===== src/rtl/adder8_serial_ctrl.sv =====
// adder8_serial_ctrl
//   Sequences one NBYTES-wide addition through an external combinational
//   8-bit adder (adder8), one byte per clock, least significant byte first.
//   The carry is chained between cycles.
//
// Ports
//   clk, rst            clock (rising edge), asynchronous active-high reset
//   req_valid/req_ready operand handshake; req_a, req_b (W bits), req_cin
//   res_valid/res_ready result handshake; res_sum (W bits), res_cout
//   add_a/add_b/add_cin operands driven to adder8 (zero when not running)
//   add_sum/add_cout    adder8 result, sampled in the cycle it is driven
//   busy                high while an operation is running or awaiting pickup
module adder8_serial_ctrl #(
  parameter int unsigned NBYTES = 4
) (
  input  logic                  clk,
  input  logic                  rst,
  input  logic                  req_valid,
  output logic                  req_ready,
  input  logic [8*NBYTES-1:0]   req_a,
  input  logic [8*NBYTES-1:0]   req_b,
  input  logic                  req_cin,
  output logic                  res_valid,
  input  logic                  res_ready,
  output logic [8*NBYTES-1:0]   res_sum,
  output logic                  res_cout,
  output logic [7:0]            add_a,
  output logic [7:0]            add_b,
  output logic                  add_cin,
  input  logic [7:0]            add_sum,
  input  logic                  add_cout,
  output logic                  busy
);

  localparam int unsigned W    = 8 * NBYTES;
  localparam int unsigned IDXW = (NBYTES > 1) ? $clog2(NBYTES) : 1;
  localparam logic [IDXW-1:0] LAST = IDXW'(NBYTES - 1);

  typedef enum logic [1:0] {
    IDLE = 2'd0,
    RUN  = 2'd1,
    DONE = 2'd2
  } state_e;

  state_e          state_q, state_d;
  logic [IDXW-1:0] idx_q,   idx_d;
  logic            carry_q, carry_d;
  logic            cout_q,  cout_d;
  logic [W-1:0]    a_q,     a_d;
  logic [W-1:0]    b_q,     b_d;
  logic [W-1:0]    sum_q,   sum_d;

  always_ff @(posedge clk or posedge rst) begin
    if (rst) begin
      state_q <= IDLE;
      idx_q   <= '0;
      carry_q <= 1'b0;
      cout_q  <= 1'b0;
      a_q     <= '0;
      b_q     <= '0;
      sum_q   <= '0;
    end else begin
      state_q <= state_d;
      idx_q   <= idx_d;
      carry_q <= carry_d;
      cout_q  <= cout_d;
      a_q     <= a_d;
      b_q     <= b_d;
      sum_q   <= sum_d;
    end
  end

  always_comb begin
    state_d   = state_q;
    idx_d     = idx_q;
    carry_d   = carry_q;
    cout_d    = cout_q;
    a_d       = a_q;
    b_d       = b_q;
    sum_d     = sum_q;
    req_ready = 1'b0;
    res_valid = 1'b0;
    res_sum   = '0;
    res_cout  = 1'b0;
    add_a     = '0;
    add_b     = '0;
    add_cin   = 1'b0;
    busy      = 1'b1;

    unique case (state_q)
      IDLE: begin
        req_ready = 1'b1;
        busy      = 1'b0;
        if (req_valid) begin
          a_d     = req_a;
          b_d     = req_b;
          carry_d = req_cin;
          idx_d   = '0;
          state_d = RUN;
        end
      end

      RUN: begin
        add_a   = a_q[8*idx_q +: 8];
        add_b   = b_q[8*idx_q +: 8];
        add_cin = carry_q;
        sum_d[8*idx_q +: 8] = add_sum;
        carry_d = add_cout;
        if (idx_q == LAST) begin
          cout_d  = add_cout;
          state_d = DONE;
        end else begin
          idx_d = idx_q + 1'b1;
        end
      end

      DONE: begin
        // Result is exposed only here so partial sums never reach the port.
        res_valid = 1'b1;
        res_sum   = sum_q;
        res_cout  = cout_q;
        if (res_ready) begin
          state_d = IDLE;
        end
      end

      default: begin
        state_d = IDLE;
      end
    endcase
  end

endmodule


===== config.mk =====
export PLATFORM = sky130hd
export DESIGN_NAME = adder8_serial_ctrl
export DESIGN_NICKNAME = d
export VERILOG_FILES = /design/src/rtl/adder8_serial_ctrl.sv
export SDC_FILE = /design/constraint.sdc
export NUM_CORES = 1
export LEC_CHECK = 0
export BUFFER_PORTS_ARGS = -buffer_cell sky130_fd_sc_hd__buf_2
export CORE_MARGIN = 2
export CORE_UTILIZATION = 47
export DETAILED_ROUTE_END_ITERATION = 12
export PLACE_DENSITY_LB_ADDON = 0.2
export SYNTH_ARGS = -nofsm -noshare
export SYNTH_HDL_FRONTEND = slang
export SYNTH_SLANG_ARGS = --single-unit

===== constraint.sdc =====
create_clock -name clk -period 2.85 [get_ports clk]
set_input_delay 0.285 -clock clk [delete_from_list [all_inputs] [get_ports clk]]
set_output_delay 0.285 -clock clk [all_outputs]
set_load 0.02 [all_outputs]

---- Yosys cells after proc, flatten, opt, wreduce, memory -nomap -nowiden ----
Cells that the tools add are included.
word-level totals
  flip-flop bits (word level) ............. 102
  bits of input ports ..................... 78
  logic and storage cells ................. 45
operators by class
  add/subtract/negate cells ............... 2
  equal/unequal tests ..................... 7
  shift-type cells ........................ 4
  multiplexer cells ....................... 18
  reduce and logical (&&, ||, !) cells .... 7
operators by type and width
  operator                   count
  $shiftx A32 B6 Y8          2
  $neg A5 Y34                1
  $shift A8 B34 Y32 const A  1
  $shiftx A8 B34 Y32         1
  $bwmux W32                 1
  $mux W32                   1
  $mux W8                    2
  $mux W2                    5
  $ne A2 B2 Y1 const B       4
  $mux W1                    6
  $pmux W2 S3                1
  $reduce_and A2 Y1          3
  $reduce_and A3 Y1          2
  $eq A2 B2 Y1 const B       2
  $pmux W2 S2                1
  $add A2 B1 Y2 const B      1
  $eq A2 B1 Y1 const B       1
  $logic_not A2 Y1           1
  $pmux W1 S2                1
  $reduce_bool A2 Y1         1

---- Longest topological paths before layout ----
  depth in word-level cells ............... 3
  depth in mapped cells ................... 7
  gate-level depth less buffers ........... 5

---- Least setup slack after synthesis ----
OpenSTA, ideal clock, no wires.
  path type ............................... register -> register
  start ................................... reg idx_q[1]
  end ..................................... reg sum_q[16]
  setup time .............................. 0.067 ns
  arrival time ............................ 2.187 ns
  data required time ...................... 2.783 ns
  slack ................................... 0.596 ns
  cell stages (with the launch flop) ...... 8
  buffers on the path ..................... 2
  period minus slack after synthesis ...... 2.254 ns
  path through ............................ dfrtp_1 clkbuf_1 buf_2 inv_1 ha_1 or3b_4 nor4b_4 a22o_1
between the ends
  longest elaborated chain between the ends .. 3
ends and longest elaborated chain
  element                                                  line  source
  from (decl)                                              46    logic [IDXW-1:0] idx_q, idx_d;
  from (signal assigned)                                   64    idx_q <= idx_d;
  $neg A5 Y34 (*)                                          107   sum_d[8*idx_q +: 8] = add_sum;
  $shiftx A8 B34 Y32 or $shift A8 B34 Y32 (tied branches)  107
  $bwmux W32 (*)                                           107
  to (signal assigned)                                     69    sum_q <= sum_d;
  to (decl)                                                51    logic [W-1:0] sum_q, sum_d;
Every way passes the cells marked *; elsewhere a longest branch is shown, timed or not.
A chain may end at the register's enable or synchronous reset.

---- Worst setup path in the final report ----
  start ................................... reg idx_q[0]
  end ..................................... out add_a[0]
between the ends
  longest elaborated chain between the ends .. 2
ends and longest elaborated chain
  element            line  source
  $shiftx A32 B6 Y8  104   add_a = a_q[8*idx_q +: 8];
  $mux W8            90    unique case (state_q)
  to (decl)          27    output logic [7:0] add_a,
No other way between the ends.

==> impl_metrics.yaml <==
sta:
  fmax_ghz: 0.4039
  setup_violations: 0
  worst_pin_slew_ns: 1.004
  min_period_over_period: 0.8687
  finalSetupTns_ns: 0
  finClkSkew_ns: 0.01330
  slew_headroom: 0.3294
  rsz0062_at_grt: "no"
  min_period_ns: 2.476
  drv_slew: 0
  worst_hold_slack_ns: 0.1338
  hold_viol_final: 0
worst_setup_path:
  worstSetupEndpoint: "add_a[0]"
  crit_start: "idx_q[0]"
  crit_path_max_fanout: 17
  required_ns: 2.57
  r2r-end: "sum_q[20]"
  cp-end-kind: "primary output"
  crit_path_top_delay_cell: "dfrtp_1"
  startpoint_type: "flop"
  crit_family: "flip-flops"
  reg2reg_from: "idx_q[0]"
  worst-path-buf-inv: 2
  critical_path_class: "flop to primary output"
  r2r_cells: 5
  reg2reg_setup_slack_ns: 0.66
  cp.arrival_ns: 2.19
  slowest_delay_ns: 0.56
  path_depth: 4
  crit_path_cell_trace: "buf_4, mux4_2, and2_1, buf_2"
clocking:
  cts_resized: 0
  clockBufferDepth: 2
  cts_hold_buf: 0
  cts-root-buf: "clkbuf_8"
  cts_sinks: 102
  clkTransAtPathRegs_ns: 0.08
  clock_latency_ns: 0.36
  cts_tree: "done"
  htree_levels: 3
  cts_buffers: 9
  cts_setup_buffers: 0
grt:
  grt_max_degree: 45
  antenna_found_initial: 0
  grt_pass1_wl_um: 16740
  first_global_vias: 3296
  grtUsageTotal: 0.1962
  overflow: 0
logic_synthesis:
  syn_nets: 405
  synth-compound-area-share: 0.06529
  netlist.area_leader.share: 0.5459
  synth_xor_area_frac: 0
  synth_area_leaders: "dfrtp_1, mux2_2, mux4_2"
  synthTopCellsByCount: "dfrtp_1, mux2_2, and2_1, a22o_1, mux4_2"
  yosys.area.top_type: "dfrtp_1"
  synth-main-ff-cell: "dfrtp_1"
  synth_edf_count: 0
  synth-seq-area-share: 0.5459
  syn_area_per_cell_um2: 14.52
  synth_mux_area_frac: 0.2360
  synth_async_sr_flop_share: 1.000
  synth_fa_ha_area_frac: 0.01338
  synth_top_family_by_area: "multiplexers"
  synthCells: 322
  yosysWarningCount: 0
  yosysUniqueCellTypes: 23
  yosysMostFrequentCell: "dfrtp_1"
  synth_area_um2: 4676
  ys_ff_latch: 102
  synthSimpleGateAreaFrac: 0.1124
drt:
  wl_met1_um: 4371
  wl_um: 10120
  met3_length_um: 665
  final_antenna_net_count: 0
  drc: 0
  dr.pass1.iters: 4
  drt_iter0_drc: 96
  top_layer_used: "met4"
  wl_met2_um: 4950
  num_vias: 3116
  via_per_inst: 5.290
  avgRoutedWirePerCell_um: 17.17
floorplan:
  core_um2: 9729
  die_width_um: 103.7
  initial_utilization: 0.4806
  ios: 131
  fp-row-count: 36
  dieArea_um2: 10760
  die_h_um: 103.7
run:
  max_cap_viol_count: 0
placement:
  numPortBuffers: 130
  gp_congestion: 0.7217
  dpl.hpwl_um: 7159
  place_area_um2: 5473
finish:
  n_antenna_cell: 0
  num-fill-cells: 854
  fin_nets: 535
  synthToLayoutAreaGrowth_pct: 21.73
  post-route-util: 0.5850
  drive_above_1_share: 0.5373
  design_area_um2: 5692
pwr:
  p_leak_nw: 2.746
  max-vdd-ir-drop_mv: 0.4881
  p_per_area_nw_per_um2: 1105
min_path:
  hold_path_class: "input port to flop"
status:
  status: "finished clean"
flip-flops by register name, summed over array words and instances (netlist names):
| register | count |
|---|---|
| b_q | 32 |
| cout_q | 1 |
| carry_q | 1 |
| state_q | 2 |
| a_q | 32 |
| sum_q | 32 |
| idx_q | 2 |
logic make-up (layout without fill, tap and decap cells):
logic type      count (synthesis)  after routing
simple gates                   71             71
mux                            82             82
compound gates                 37             37
flops                         102            102
fa+ha+maj                       5              5
buf+inv                        25            159
per-layer routing:
layer | vias up | track usage
met2 | 100 | 0.3122
met4 | 0 | 0.06467
li1 | 1425 | -
met5 | - | 0
met3 | 10 | 0.05475
met1 | 1581 | 0.2622
through the flow:
stage	instances	power (mW)	setup slack (ns)
3_3_place_gp	574	5.250	0.7228
3_5_place_dp	574	5.354	0.6509
6_report	589	6.289	0.3741
5_1_grt	589	6.708	0.1836
4_1_cts	589	6.363	0.3072
2_1_floorplan	322	4.639	0.5965
worst min-delay path by stage:
stage	from	to	slack (ns)	depth (start not counted)
after floorplan	res_ready	state_q[1]	0.39	1
after global placement	sum_q[30]	sum_q[30]	0.48	1
after detailed placement	sum_q[10]	sum_q[10]	0.48	1
after CTS	res_ready	state_q[1]	0.11	2
after global routing	res_ready	state_q[1]	0.11	2
final	res_ready	state_q[1]	0.13	2
where the power goes:
part / switching, mW / total (mW) / internal [mW]
sequential: 0.429 / 2.59 / 2.16
clock: 0.486 / 1.00 / 0.516
combinational: 1.23 / 2.70 / 1.46
total: 2.15 / 6.29 / 4.14
area by class of cell:
type | count | area, µm² | share of cell area
sequential | 102 | 2552 | 0.4485
tap | 133 | 166.4 | 0.02924
multi-input combinational | 195 | 2004 | 0.3522
timing repair buffer | 138 | 723.2 | 0.1271
inverter | 6 | 26.28 | 0.004616
clock inverter | 5 | 81.33 | 0.01429
clock buffer | 10 | 137.6 | 0.02418
worst register-to-register path: stages, from the launching register on:
cell     delay, ns
dfrtp_1       0.56
inv_1         0.19
ha_1          0.33
or3b_4        0.43
nor4b_4       0.43
a22o_1        0.20
layout by cell type (no fill, tap or decap), types with 2 or more instances in the layout:
cell type / count
buf_2: 130
dfrtp_1: 102
mux2_2: 66
and2_1: 50
a22o_1: 32
mux4_2: 16
clkbuf_8: 10
buf_4: 7
inv_1: 5
ha_1: 5
nor4b_4: 4
o21ai_0: 4
nand2_1: 3
nor2_1: 3
nand3b_1: 2
clkinvlp_4: 2
bufinv_16: 2
(Power assumes the default switching activity.)
